File: config.mk
export PLATFORM = sky130hd
export DESIGN_NAME = seq_detect_sched
export DESIGN_NICKNAME = d
export VERILOG_FILES = /design/src/rtl/seq_det_pkg.sv /design/src/rtl/rr_arbiter.sv /design/src/rtl/seq_detect_sched.sv
export SDC_FILE = /design/constraint.sdc
export NUM_CORES = 1
export LEC_CHECK = 0
export CAP_MARGIN = 15
export CORE_UTILIZATION = 60
export CTS_CLUSTER_SIZE = 30
export DETAILED_ROUTE_END_ITERATION = 16
export DONT_BUFFER_PORTS = 1
export GPL_ROUTABILITY_DRIVEN = 0
export PLACE_DENSITY = 0.76
export SETUP_SLACK_MARGIN = 0.15
export SYNTH_ARGS = -nofsm -noshare
export SYNTH_HDL_FRONTEND = slang
export SYNTH_SLANG_ARGS = --single-unit
File: constraint.sdc
create_clock -name clk -period 4.86 [get_ports clk]
set_input_delay 0.972 -clock clk [delete_from_list [all_inputs] [get_ports clk]]
set_output_delay 0.972 -clock clk [all_outputs]
set_load 0.05 [all_outputs]
File: src/rtl/seq_det_pkg.sv
`default_nettype none
//------------------------------------------------------------------------------
// Package : seq_det_pkg
// Purpose : Shared types and the next-state function of the overlapping
//           "1011" serial detector used by seq_detect_sched.
// Contents: state_t  - detector context encoding (3 bits)
//           seq_next - next context for a given state and input bit
//           seq_hit  - true when the bit moves a context into S1011
// Revision: 1.0 - initial release
//------------------------------------------------------------------------------
package seq_det_pkg;

   typedef enum logic [2:0] {
      S0    = 3'd0,
      S1    = 3'd1,
      S10   = 3'd2,
      S101  = 3'd3,
      S1011 = 3'd4
   } state_t;

   function automatic state_t seq_next(input state_t s, input logic din);
      state_t n;
      case (s)
         S0:      n = din ? S1    : S0;
         S1:      n = din ? S1    : S10;
         S10:     n = din ? S101  : S0;
         S101:    n = din ? S1011 : S10;
         S1011:   n = din ? S1    : S10;
         default: n = S0;
      endcase
      return n;
   endfunction

   // Only S101 with a 1 enters S1011, so that is the whole hit condition.
   function automatic logic seq_hit(input state_t s, input logic din);
      return (s == S101) && din;
   endfunction

endpackage
`default_nettype wire

File: src/rtl/rr_arbiter.sv
`default_nettype none
//------------------------------------------------------------------------------
// Module  : rr_arbiter
// Purpose : Round-robin arbiter. Grants the first requester at or above the
//           internal pointer (with wrap); the pointer moves past the winner
//           when the grant is used.
// Ports   : clk, rst      - clock, synchronous active-high reset
//           clr           - synchronous clear of the pointer
//           req[N]        - requests
//           advance       - the current grant was consumed this cycle
//           gnt[N]        - one-hot (or zero) grant
//           gnt_idx       - index of the granted requester
// Revision: 1.0 - initial release
//------------------------------------------------------------------------------
module rr_arbiter #(
   parameter  int N  = 4,
   localparam int IW = (N > 1) ? $clog2(N) : 1
) (
   input  logic          clk,
   input  logic          rst,
   input  logic          clr,
   input  logic [N-1:0]  req,
   input  logic          advance,
   output logic [N-1:0]  gnt,
   output logic [IW-1:0] gnt_idx
);

   logic [IW-1:0] r_ptr;
   logic          w_found;
   int            w_j;

   // Rotating priority search starting at r_ptr.
   always_comb begin
      gnt     = '0;
      gnt_idx = '0;
      w_found = 1'b0;
      w_j     = 0;
      for (int k = 0; k < N; k++) begin
         w_j = int'(r_ptr) + k;
         if (w_j >= N) w_j = w_j - N;
         if (!w_found && req[w_j]) begin
            w_found  = 1'b1;
            gnt[w_j] = 1'b1;
            gnt_idx  = IW'(w_j);
         end
      end
   end

   always_ff @(posedge clk) begin
      if (rst || clr) begin
         r_ptr <= '0;
      end else if (advance) begin
         r_ptr <= (gnt_idx == IW'(N - 1)) ? '0 : gnt_idx + 1'b1;
      end
   end

endmodule
`default_nettype wire

File: src/rtl/seq_detect_sched.sv
`default_nettype none
//------------------------------------------------------------------------------
// Module  : seq_detect_sched
// Purpose : Shares one overlapping "1011" detector among NCH bit-stream
//           channels. A round-robin arbiter accepts at most one bit per cycle;
//           per-channel detector contexts are stored here and updated with
//           the shared next-state function. Detections are reported as a
//           registered (det_valid, det_ch) pulse.
// Option  : SEQ_SCHED_CNT_EN - when defined, per-channel saturating match
//           counters and the cnt_out read mux are built; otherwise cnt_out
//           is 0 and cnt_sel is ignored.
// Ports   : clk, rst          - clock, synchronous active-high reset
//           bit_valid/bit_data - per-channel offered bit
//           bit_ready         - one-hot-or-zero grant (combinational)
//           ch_en             - channel enable (disabled => context S0)
//           clr               - synchronous clear (same effect as rst)
//           det_valid, det_ch - one-cycle detection event
//           cnt_sel, cnt_out  - combinational counter read port
// Revision: 1.0 - initial release
//------------------------------------------------------------------------------
module seq_detect_sched
   import seq_det_pkg::*;
#(
   parameter  int NCH   = 4,
   parameter  int CNT_W = 8,
   localparam int CH_W  = $clog2(NCH)
) (
   input  logic             clk,
   input  logic             rst,
   input  logic [NCH-1:0]   bit_valid,
   input  logic [NCH-1:0]   bit_data,
   output logic [NCH-1:0]   bit_ready,
   input  logic [NCH-1:0]   ch_en,
   input  logic             clr,
   output logic             det_valid,
   output logic [CH_W-1:0]  det_ch,
   input  logic [CH_W-1:0]  cnt_sel,
   output logic [CNT_W-1:0] cnt_out
);

   logic [NCH-1:0]  w_req;
   logic [NCH-1:0]  w_gnt;
   logic [CH_W-1:0] w_gidx;
   logic            w_accept;
   logic            w_hit;
   state_t          w_gstate;
   logic            w_gbit;

   state_t          r_ctx [NCH];
   logic            r_det_valid;
   logic [CH_W-1:0] r_det_ch;

   assign w_req = bit_valid & ch_en;

   // clr wins over a same-cycle grant: the bit is simply not accepted.
   assign bit_ready = clr ? '0 : w_gnt;
   assign w_accept  = |bit_ready;

   rr_arbiter #(.N(NCH)) u_arb (
      .clk     (clk),
      .rst     (rst),
      .clr     (clr),
      .req     (w_req),
      .advance (w_accept),
      .gnt     (w_gnt),
      .gnt_idx (w_gidx)
   );

   assign w_gstate = r_ctx[w_gidx];
   assign w_gbit   = bit_data[w_gidx];
   assign w_hit    = w_accept && seq_hit(w_gstate, w_gbit);

   always_ff @(posedge clk) begin
      if (rst || clr) begin
         for (int i = 0; i < NCH; i++) r_ctx[i] <= S0;
         r_det_valid <= 1'b0;
         r_det_ch    <= '0;
      end else begin
         for (int i = 0; i < NCH; i++) begin
            if (!ch_en[i])
               r_ctx[i] <= S0;
            else if (bit_ready[i])
               r_ctx[i] <= seq_next(r_ctx[i], bit_data[i]);
         end
         r_det_valid <= w_hit;
         if (w_hit) r_det_ch <= w_gidx;
      end
   end

   assign det_valid = r_det_valid;
   assign det_ch    = r_det_ch;

`ifdef SEQ_SCHED_CNT_EN
   logic [CNT_W-1:0] r_cnt [NCH];

   // Counter moves on the same edge that raises det_valid.
   always_ff @(posedge clk) begin
      if (rst || clr) begin
         for (int i = 0; i < NCH; i++) r_cnt[i] <= '0;
      end else if (w_hit && (r_cnt[w_gidx] != {CNT_W{1'b1}})) begin
         r_cnt[w_gidx] <= r_cnt[w_gidx] + 1'b1;
      end
   end

   always_comb begin
      cnt_out = '0;
      for (int i = 0; i < NCH; i++)
         if (cnt_sel == CH_W'(i)) cnt_out = r_cnt[i];
   end
`else
   logic w_unused_cnt_sel;
   assign w_unused_cnt_sel = ^cnt_sel;
   assign cnt_out          = '0;
`endif

endmodule
`default_nettype wire

==> results.py <==
metrics = {
    "drt": {
        "routed_via_density": 6.39,
        "detail-route-antenna-nets": 0,
        "drt_pass1_iterations": 4,
        "drc": 0,
        "vias": 1355,
        "wl_per_cell_um": 14.7,
        "drtIter0Drc": 51,
        "drt_wl_total_um": 3130,
    },
    "global_route": {
        "grt_use_met2_pct": 40.3,
        "track_usage_pct": 24.5,
        "grt_max_degree": 20,
        "grt_pass1_vias": 1178,
        "grt_pass1_wl_um": 4970,
        "grt_remaining_overflow": 0,
        "use_met3_pct": 6.67,
        "grtUsageMet1_pct": 31.8,
        "top_usage_layer": "met2",
        "antenna_found_initial": 0,
    },
    "sta": {
        "rsz0062_at_grt": "false",
        "whs_ns": 0.664,
        "fin_skew_ns": 0.00697,
        "tightest_slew_ns": 0.880,
        "final_max_slew_viol_count": 0,
        "fmax_mhz": 226,
        "relSlewSlack_pct": 41.1,
        "final.setup.tns_ns": 0,
        "finalCritPeriodShare_pct": 91.0,
        "hold_violations": 0,
        "period_minus_slack_ns": 4.42,
        "finalSetupViolCount": 0,
    },
    "clocking": {
        "numCtsBuffers": 3,
        "tritoncts": "yes",
        "clk_latency_ns": 0.29,
        "cts_max_path_buffers": 2,
        "path_clk_slew_ns": 0.10,
        "cts_setup_buffers": 0,
        "cts_resized": 0,
        "clock-sinks": 17,
        "cts.root.buffer_cell": "clkbuf_4",
        "cts_hold_buf": 0,
        "h-tree-depth": 1,
    },
    "pwr": {
        "vdd_drop_max_uv": 205,
        "p_leak_nw": 0.608,
        "power.density_nw_per_um2": 235,
    },
    "critical_path": {
        "end_kind": "output pin",
        "critPathArrivalTime_ns": 3.45,
        "crit_slowest_cell": "dfxtp_1",
        "cp_num_cells": 10,
        "critical_path.max_stage_delay_ns": 0.63,
        "worstSetupPathType": "reg2out",
        "crit_required_ns": 3.89,
        "cp-start-kind": "flop",
        "reg2reg_depth": 10,
        "crit_family": "compound AO/OA/AOI/OAI gates",
        "crit_chain": "inv_1 > ha_1 > nor2b_1 > nand4_1 > o211ai_1 > a21o_1 > a222oi_1 > a21boi_0 > nor2_1 > buf_4",
        "path_buf_inv": 2,
        "cp_max_fo": 14,
    },
    "run": {
        "drv_cap": 0,
    },
    "placed_design": {
        "dpl_cell_area_sq_um": 1560,
        "dp.final_hpwl_um": 2450,
        "numPortBuffers": 0,
    },
    "synth": {
        "netlist_area_sq_um": 1540,
        "netlist.area_leader.share_pct": 23.4,
        "async_reset_ff_share_pct": 0,
        "synth_area_per_cell_sq_um": 8.51,
        "yosys_most_used_dff": "edfxtp_1",
        "synth-seq-cells": 17,
        "synth_edf_count": 12,
        "synth.most_common_cell": "nor2_1",
        "yosys-top-cells-area": "edfxtp_1, nor2_1, dfxtp_1",
        "ys_warn_count": 0,
        "netlist_instances": 181,
        "ys_seq_area_share_pct": 29.9,
        "ys_types": 50,
        "synthTopCellsByCount": "nor2_1, nand2_1, edfxtp_1, a21oi_1",
        "synth_area_leader_cell": "edfxtp_1",
    },
    "die": {
        "coreArea_sq_um": 2320,
        "fp.dieH_um": 52.7,
        "ioPinCount": 32,
        "initial_core_util_pct": 66.4,
        "rows": 17,
        "fp.dieW_um": 52.7,
        "die-area_sq_um": 2770,
    },
    "status": {
        "status": "finished clean",
    },
    "finish": {
        "final.fill_count": 189,
        "regArea_sq_um": 460,
        "area_growth_pct": 2.92,
        "antenna_cells": 0,
        "nets": 210,
        "multiInputGateArea_sq_um": 1010,
        "drive_gt1_share_pct": 10.3,
        "finish.instance_area_sq_um": 1590,
    },
    "min_path": {
        "hold_depth": 2,
        "min_path_type": "reg2reg",
    },
}
## kinds of logic after synthesis
family          Yosys count  synth area share, %
mux                       8                 6.99
xor+xnor                  1                0.569
fa+ha+maj                 8                 6.50
other cells               1                0.243
buf+inv                  16                 6.01
flops                    17                 29.9
compound gates           44                 21.6
simple gates             86                 28.2
## power by group
group | switching [W] | internal, W
Sequential | 0.00000801 | 0.000161
Combinational | 0.0000851 | 0.0000468
Clock | 0.0000415 | 0.0000306
## metal layers
metal / share of wire (%) / wire length, um / vias up
met2: 48 / 1490 / 62
met4: 0.38 / 12 / 0
met5: 0 / 0 / -
li1: - / - / 676
met3: 9.4 / 293 / 2
met1: 42 / 1320 / 615
## worst register-to-register path: stages, from the launching register on
cell      delay (ns)
dfxtp_1         0.63
inv_1           0.18
ha_1            0.53
nor2b_1         0.08
nand4_1         0.10
o211ai_1        0.10
a21o_1          0.28
a222oi_1        0.46
a21boi_0        0.51
nor2_1          0.15
and4_1          0.22
## flip-flops by register name, indices dropped and copies added, names as in the netlist
signal,cells
det_ch,2
u_arb.r_ptr,2
r_ctx,12
det_valid,1
## final cells by class
type / instances / area share [%]
Clock buffer: 3 / 1.42
Clock inverter: 1 / 0.316
Inverter: 3 / 0.710
Multi-Input combinational cell: 155 / 63.9
Sequential cell: 17 / 29.0
Tap cell: 28 / 2.21
Timing Repair Buffer: 5 / 2.37
## cell usage in the layout (no fill, tap or decap), types with 3 or more instances in the layout
| cell type | Yosys | layout |
|---|---|---|
| nor2_1 | 29 | 29 |
| nand2_1 | 13 | 13 |
| edfxtp_1 | 12 | 12 |
| a21oi_1 | 11 | 11 |
| nor3_1 | 8 | 8 |
| ha_1 | 8 | 8 |
| conb_1 | 1 | 8 |
| and2_1 | 7 | 7 |
| nand3_1 | 7 | 7 |
| nand4_1 | 5 | 5 |
| dfxtp_1 | 5 | 5 |
| buf_4 | 8 | 5 |
| nor2b_1 | 4 | 4 |
| o21ai_0 | 4 | 4 |
| mux2i_1 | 4 | 4 |
| nand4b_1 | 3 | 3 |
| o211ai_1 | 3 | 3 |
| a21boi_0 | 3 | 3 |
| a221oi_1 | 3 | 3 |
| clkbuf_4 | 0 | 3 |
## stage by stage
stage | util [%] | cells | total power, W | setup slack [ns]
2_1_floorplan | - | 188 | 0.000285 | 0.967
3_3_place_gp | 67.2 | 208 | 0.000298 | 0.799
3_5_place_dp | 67.2 | 208 | 0.000302 | 0.748
4_1_cts | 68.4 | 212 | 0.000375 | 0.472
5_1_grt | 68.4 | 212 | 0.000394 | 0.178
6_report | 68.4 | 212 | 0.000373 | 0.440
## worst paths after layout
| path | startpoint | endpoint | slack [ns] |
|---|---|---|---|
| max | u_arb.r_ptr[1] | bit_ready[0] | 0.44 |
| min | r_ctx[2][2] | r_ctx[2][1] | 0.66 |
| max reg2reg | u_arb.r_ptr[1] | r_ctx[0][2] | 1.38 |
| min reg2reg | r_ctx[2][2] | r_ctx[2][1] | 0.66 |
Power figures use the tool's default switching activity.
==> RTL change 1: new RTL, same settings <==
The parameter `CNT_W` goes from 8 to 12.
--- a/src/rtl/seq_detect_sched.sv
+++ b/src/rtl/seq_detect_sched.sv
@@ -24,3 +24,3 @@
    parameter  int NCH   = 4,
-   parameter  int CNT_W = 8,
+   parameter  int CNT_W = 12,
    localparam int CH_W  = $clog2(NCH)
Interface: changed (resized cnt_out); port bits go from 32 to 36. No check against the original RTL was run, so the function may have changed too.
==> RTL change 1 against the unedited design <==
Routed wire length rose by 9.2%. Sequential cell count unchanged. Fmax is 0.13% lower. Worst setup slack lost 0.0058 ns. Final area increased by 1.0%. Non-clock buffer count unchanged. Synthesized area increased by 1.9%. Count of clock-buffer cells in the layout is 1 higher. Critical path depth unchanged. Largest power group unchanged. Total power up 3.5%.
==> RTL change 1: results (changes against the unedited design) <==
metric,value,unit,change
status,"complete, no violations",,
Worst VDD drop,199.2,µV,-3.0%
vias in the first global route,1223,,+3.8%
Max clock buf depth,2,,unchanged
Critical Path Max Stage Delay,0.64,ns,
CP max FO,14,,unchanged
clk slew on worst S/H paths,0.10,ns,about the same
drt total wl,3412,µm,+9.2%
"delay-heaviest family, CP",compound AO/OA/AOI/OAI gates,,
Nets,214,,+1.9%
Lkg Pwr,0.6198,nW,+1.9%
FF-to-FF path depth,9,,-1
initial DRC count,39,,-24%
Via-to-Cell Ratio,6.427,,+0.55%
FILL cells,218,,+15%
Rel. slew slack,55.38,%,+14 points
Antenna diodes,0,,unchanged
reg2reg end,r_ctx[3][1],,
Worst Setup EP,bit_ready[3],,
synth top area cells,"edfxtp_1 23%, nor2_1 6.9%, dfxtp_1 6.4%",,
post-synthesis sequential area ratio,29.32,%,-0.57 points
Synth top cells by count,"29 x nor2_1, 13 x nand2_1, 12 x buf_4, 12 x edfxtp_1, 11 x a21oi_1",,
post-DP HPWL,2671,µm,+9.0%
Overall Global Routing Usage,25.39,%,+0.88 points
worst-case clock skew,0.008114,ns,+0.001143 ns
first-pass GRT wire length,5195,µm,+4.4%
total number of H-tree levels,1,,unchanged
flop2flop setup slack,1.43,ns,+0.05 ns
"Data arrival, critical path",3.45,ns,about the same
share of layout cells above drive strength 1,9.574,%,-0.75 points
DRT Pass-1 Iters,5,,+1
clk root buf,clkbuf_4,,
max FFs per register,12,,unchanged
-- RTL change 1: worst min path at each step --
stage	start	to	slack, ns	cells past startpoint
finish	r_ctx[2][2]	r_ctx[2][1]	0.66	2
global route	r_ctx[2][2]	r_ctx[2][1]	0.68	2
CTS	r_ctx[2][2]	r_ctx[2][1]	0.66	2
detailed placement	r_ctx[2][2]	r_ctx[2][1]	0.64	2
global placement	r_ctx[2][2]	r_ctx[2][1]	0.61	2
floorplan	r_ctx[2][2]	r_ctx[2][1]	0.59	2
-- RTL change 1: timing repair --
item | in CTS | in global routing
endpoints found under the hold margin | 0 | 0
resized for setup | 0 | 1
setup endpoints to repair | 0 | 1
buffers inserted | 0 | 0
-- RTL change 1: per-stage QoR --
step	std cells	instance area, µm²	util [%]	setup slack (ns)	hold slack, ns
finish	218	1602	64.65	0.4339	0.6608
CTS	218	1602	64.65	0.4355	0.6609
global placement	214	1575	63.59	0.8924	0.6147
global route	218	1602	64.65	0.1886	0.6795
floorplan	196	1612	-	0.9672	0.5924
detailed placement	214	1575	63.59	0.7868	0.6395
-- RTL change 1: power by group --
group	total [mW]	switching, mW	internal [mW]
Sequential	0.169	0.00837	0.161
Clock	0.0778	0.0459	0.0320
Combinational	0.139	0.0924	0.0465
Total	0.386	0.147	0.239
-- RTL change 1: cell families (layout without fill, tap and decap cells) --
logic type / count (synthesis) / in the layout / share of synthesized area [%]
simple gates: 86 / 86 / 27.65
buf+inv: 20 / 12 / 7.809
other cells: 1 / 12 / 0.2388
compound gates: 44 / 44 / 21.20
mux: 8 / 8 / 6.852
flops: 17 / 17 / 29.32
xor+xnor: 1 / 1 / 0.5579
fa+ha+maj: 8 / 8 / 6.375
-- RTL change 1: layout make-up --
| type | count | area share, % |
|---|---|---|
| sequential | 17 | 28.75 |
| inverter | 3 | 0.7031 |
| timing repair buffer | 5 | 2.344 |
| tap | 30 | 2.344 |
| clock buffer | 4 | 1.641 |
| multi-input combinational | 159 | 64.22 |
-- RTL change 1: worst register-to-register path: stages, from the launching register on --
cell and delay [ns]:
dfxtp_1 0.64, inv_1 0.19, ha_1 0.53, nor2b_1 0.09, nand4_1 0.10, o211ai_1 0.10, a21o_1 0.28, a222oi_1 0.41
a21boi_0 0.54, nand3_1 0.27
-- RTL change 1: per-layer routing --
layer	wire length [µm]	track usage (%)
met1	1450	31.58
met2	1713	44.09
met3	239	5.747
met4	10	5.702
met5	0	0
==> RTL change 2: new RTL, same flow settings <==
Made on the original files. Add a define of `SEQ_SCHED_CNT_EN`.
--- a/src/rtl/seq_detect_sched.sv
+++ b/src/rtl/seq_detect_sched.sv
@@ -20,2 +20,4 @@
 //------------------------------------------------------------------------------
+`define SEQ_SCHED_CNT_EN
+
 module seq_detect_sched
Formal check against the unedited RTL: not equivalent (Yosys sat finds a counterexample within 10 cycles, from zero or initial values).
==> RTL change 2 against the unedited design <==
First-iteration DRC count rose to 3.7 times the old value. Synthesized area up 120%. Total power rose to 2.7 times the old value. Fmax up 10%. Sequential cell count up 32. Routed wire length rose to 2.5 times the old value. Final area up 130%. Worst setup slack better by 0.41 ns.
==> RTL change 2: results (changes against the unedited design) <==
metric,value,unit,change
dpl cells,408,,+96%
Synth Area in Compound Gates,10.36,%,-11 points
Die Width,77.87,µm,+48%
hold path start,r_ctx[0][0],,
largest net degree at the start of global routing,35,,+75%
post-synthesis sequential area ratio,41.16,%,+11 points
post-synth cell types,48,,-4.0%
switching fraction of total power,32.64,%,-3.5 points
DRT Pass-1 Iters,5,,+1
Lkg Pwr,1.248,nW,+110%
Worst VDD drop,155.5,µV,-24%
flop2flop setup slack,0.85,ns,-0.53 ns
Overall Global Routing Usage,27.55,%,+3.0 points
routing usage on met3,5.529,%,-1.1 points
WL met3,411,µm,+40%
Via-to-Cell Ratio,6.510,,+1.8%
adder-cell share of the synthesized area,3.261,%,-3.2 points
highest clock rate,0.2495,GHz,+10%
syn avg cell area,10.16,µm²,+19%
Hold/Removal Path Class,flip-flop to flip-flop,,
Num CTS Buffers,5,,+2
Synth top cells by count,"44 x edfxtp_1, 43 x nor2_1, 28 x nand2_1",,
worst-case clock skew,0.009329,ns,+0.002357 ns
FILL cells,453,,+140%
Sw Pwr,0.3295,mW,+140%
share of layout cells above drive strength 1,14.53,%,+4.2 points
"Data arrival, critical path",4.03,ns,+0.58 ns
clk pwr,0.228,mW,+220%
post-DP HPWL,5824,µm,+140%
post-placement cell area,0.003576,mm²,+130%
CP max FO,11,,-3
metal2 WL,3685,µm,+150%
met2 usage,43.36,%,+3.1 points
Post-synth EDFFs,44,,+32
dpl ws,0.6794,ns,-0.06819 ns
FF-to-FF path depth,13,,+3
total number of H-tree levels,2,,+1
Nets,369,,+76%
Hold EP,r_ctx[0][1],,
mux share of post-synthesis cell area,19.02,%,+12 points
initial DRC count,187,,+270%
status,"complete, no violations",,
vias in the first global route,2480,,+110%
Metal-1 WL,3662,µm,+180%
reg2reg end,r_cnt[1][0],,
Crit Path Class,flip-flop to flip-flop,,
Critical Path Max Stage Delay,0.57,ns,-0.06 ns
XOR/XNOR Fraction of Synth Area,1.268,%,+0.70 points
drt wl/cell,18.88,µm,+28%
Comb power,0.289,mW,+120%
clk root buf,clkbuf_8,,
slowest cell on the critical path,o21ai_0,,
## RTL change 2: cell types whose count changed in the layout (fill, tap and decap cells not counted), moves of 8 or more
cell,before,now
buf_4,5,14
conb_1,8,0
mux2i_1,4,27
nor2_1,29,43
edfxtp_1,12,44
a21oi_1,11,21
nor3_1,8,24
nand2_1,13,28
mux4_2,2,14
## RTL change 2: worst reg2reg max path: cells and delay by family (launching register included)
kind / cells / cell delay (ns)
compound gates: 4 / 1.20
fa+ha+maj: 2 / 0.79
mux: 2 / 0.76
buf+inv: 3 / 0.42
flops: 1 / 0.34
simple gates: 2 / 0.22
## RTL change 2: layout make-up
cell class | instances | area (µm²) | area share [%]
clock buffers | 7 | 76.32 | 2.087
multi-input cells | 267 | 1937 | 52.96
flip-flops and latches | 49 | 1421 | 38.86
clock inverters | 1 | 5.005 | 0.1368
repair buffers | 14 | 105.1 | 2.874
inverters | 6 | 22.52 | 0.6158
well taps | 72 | 90.09 | 2.463
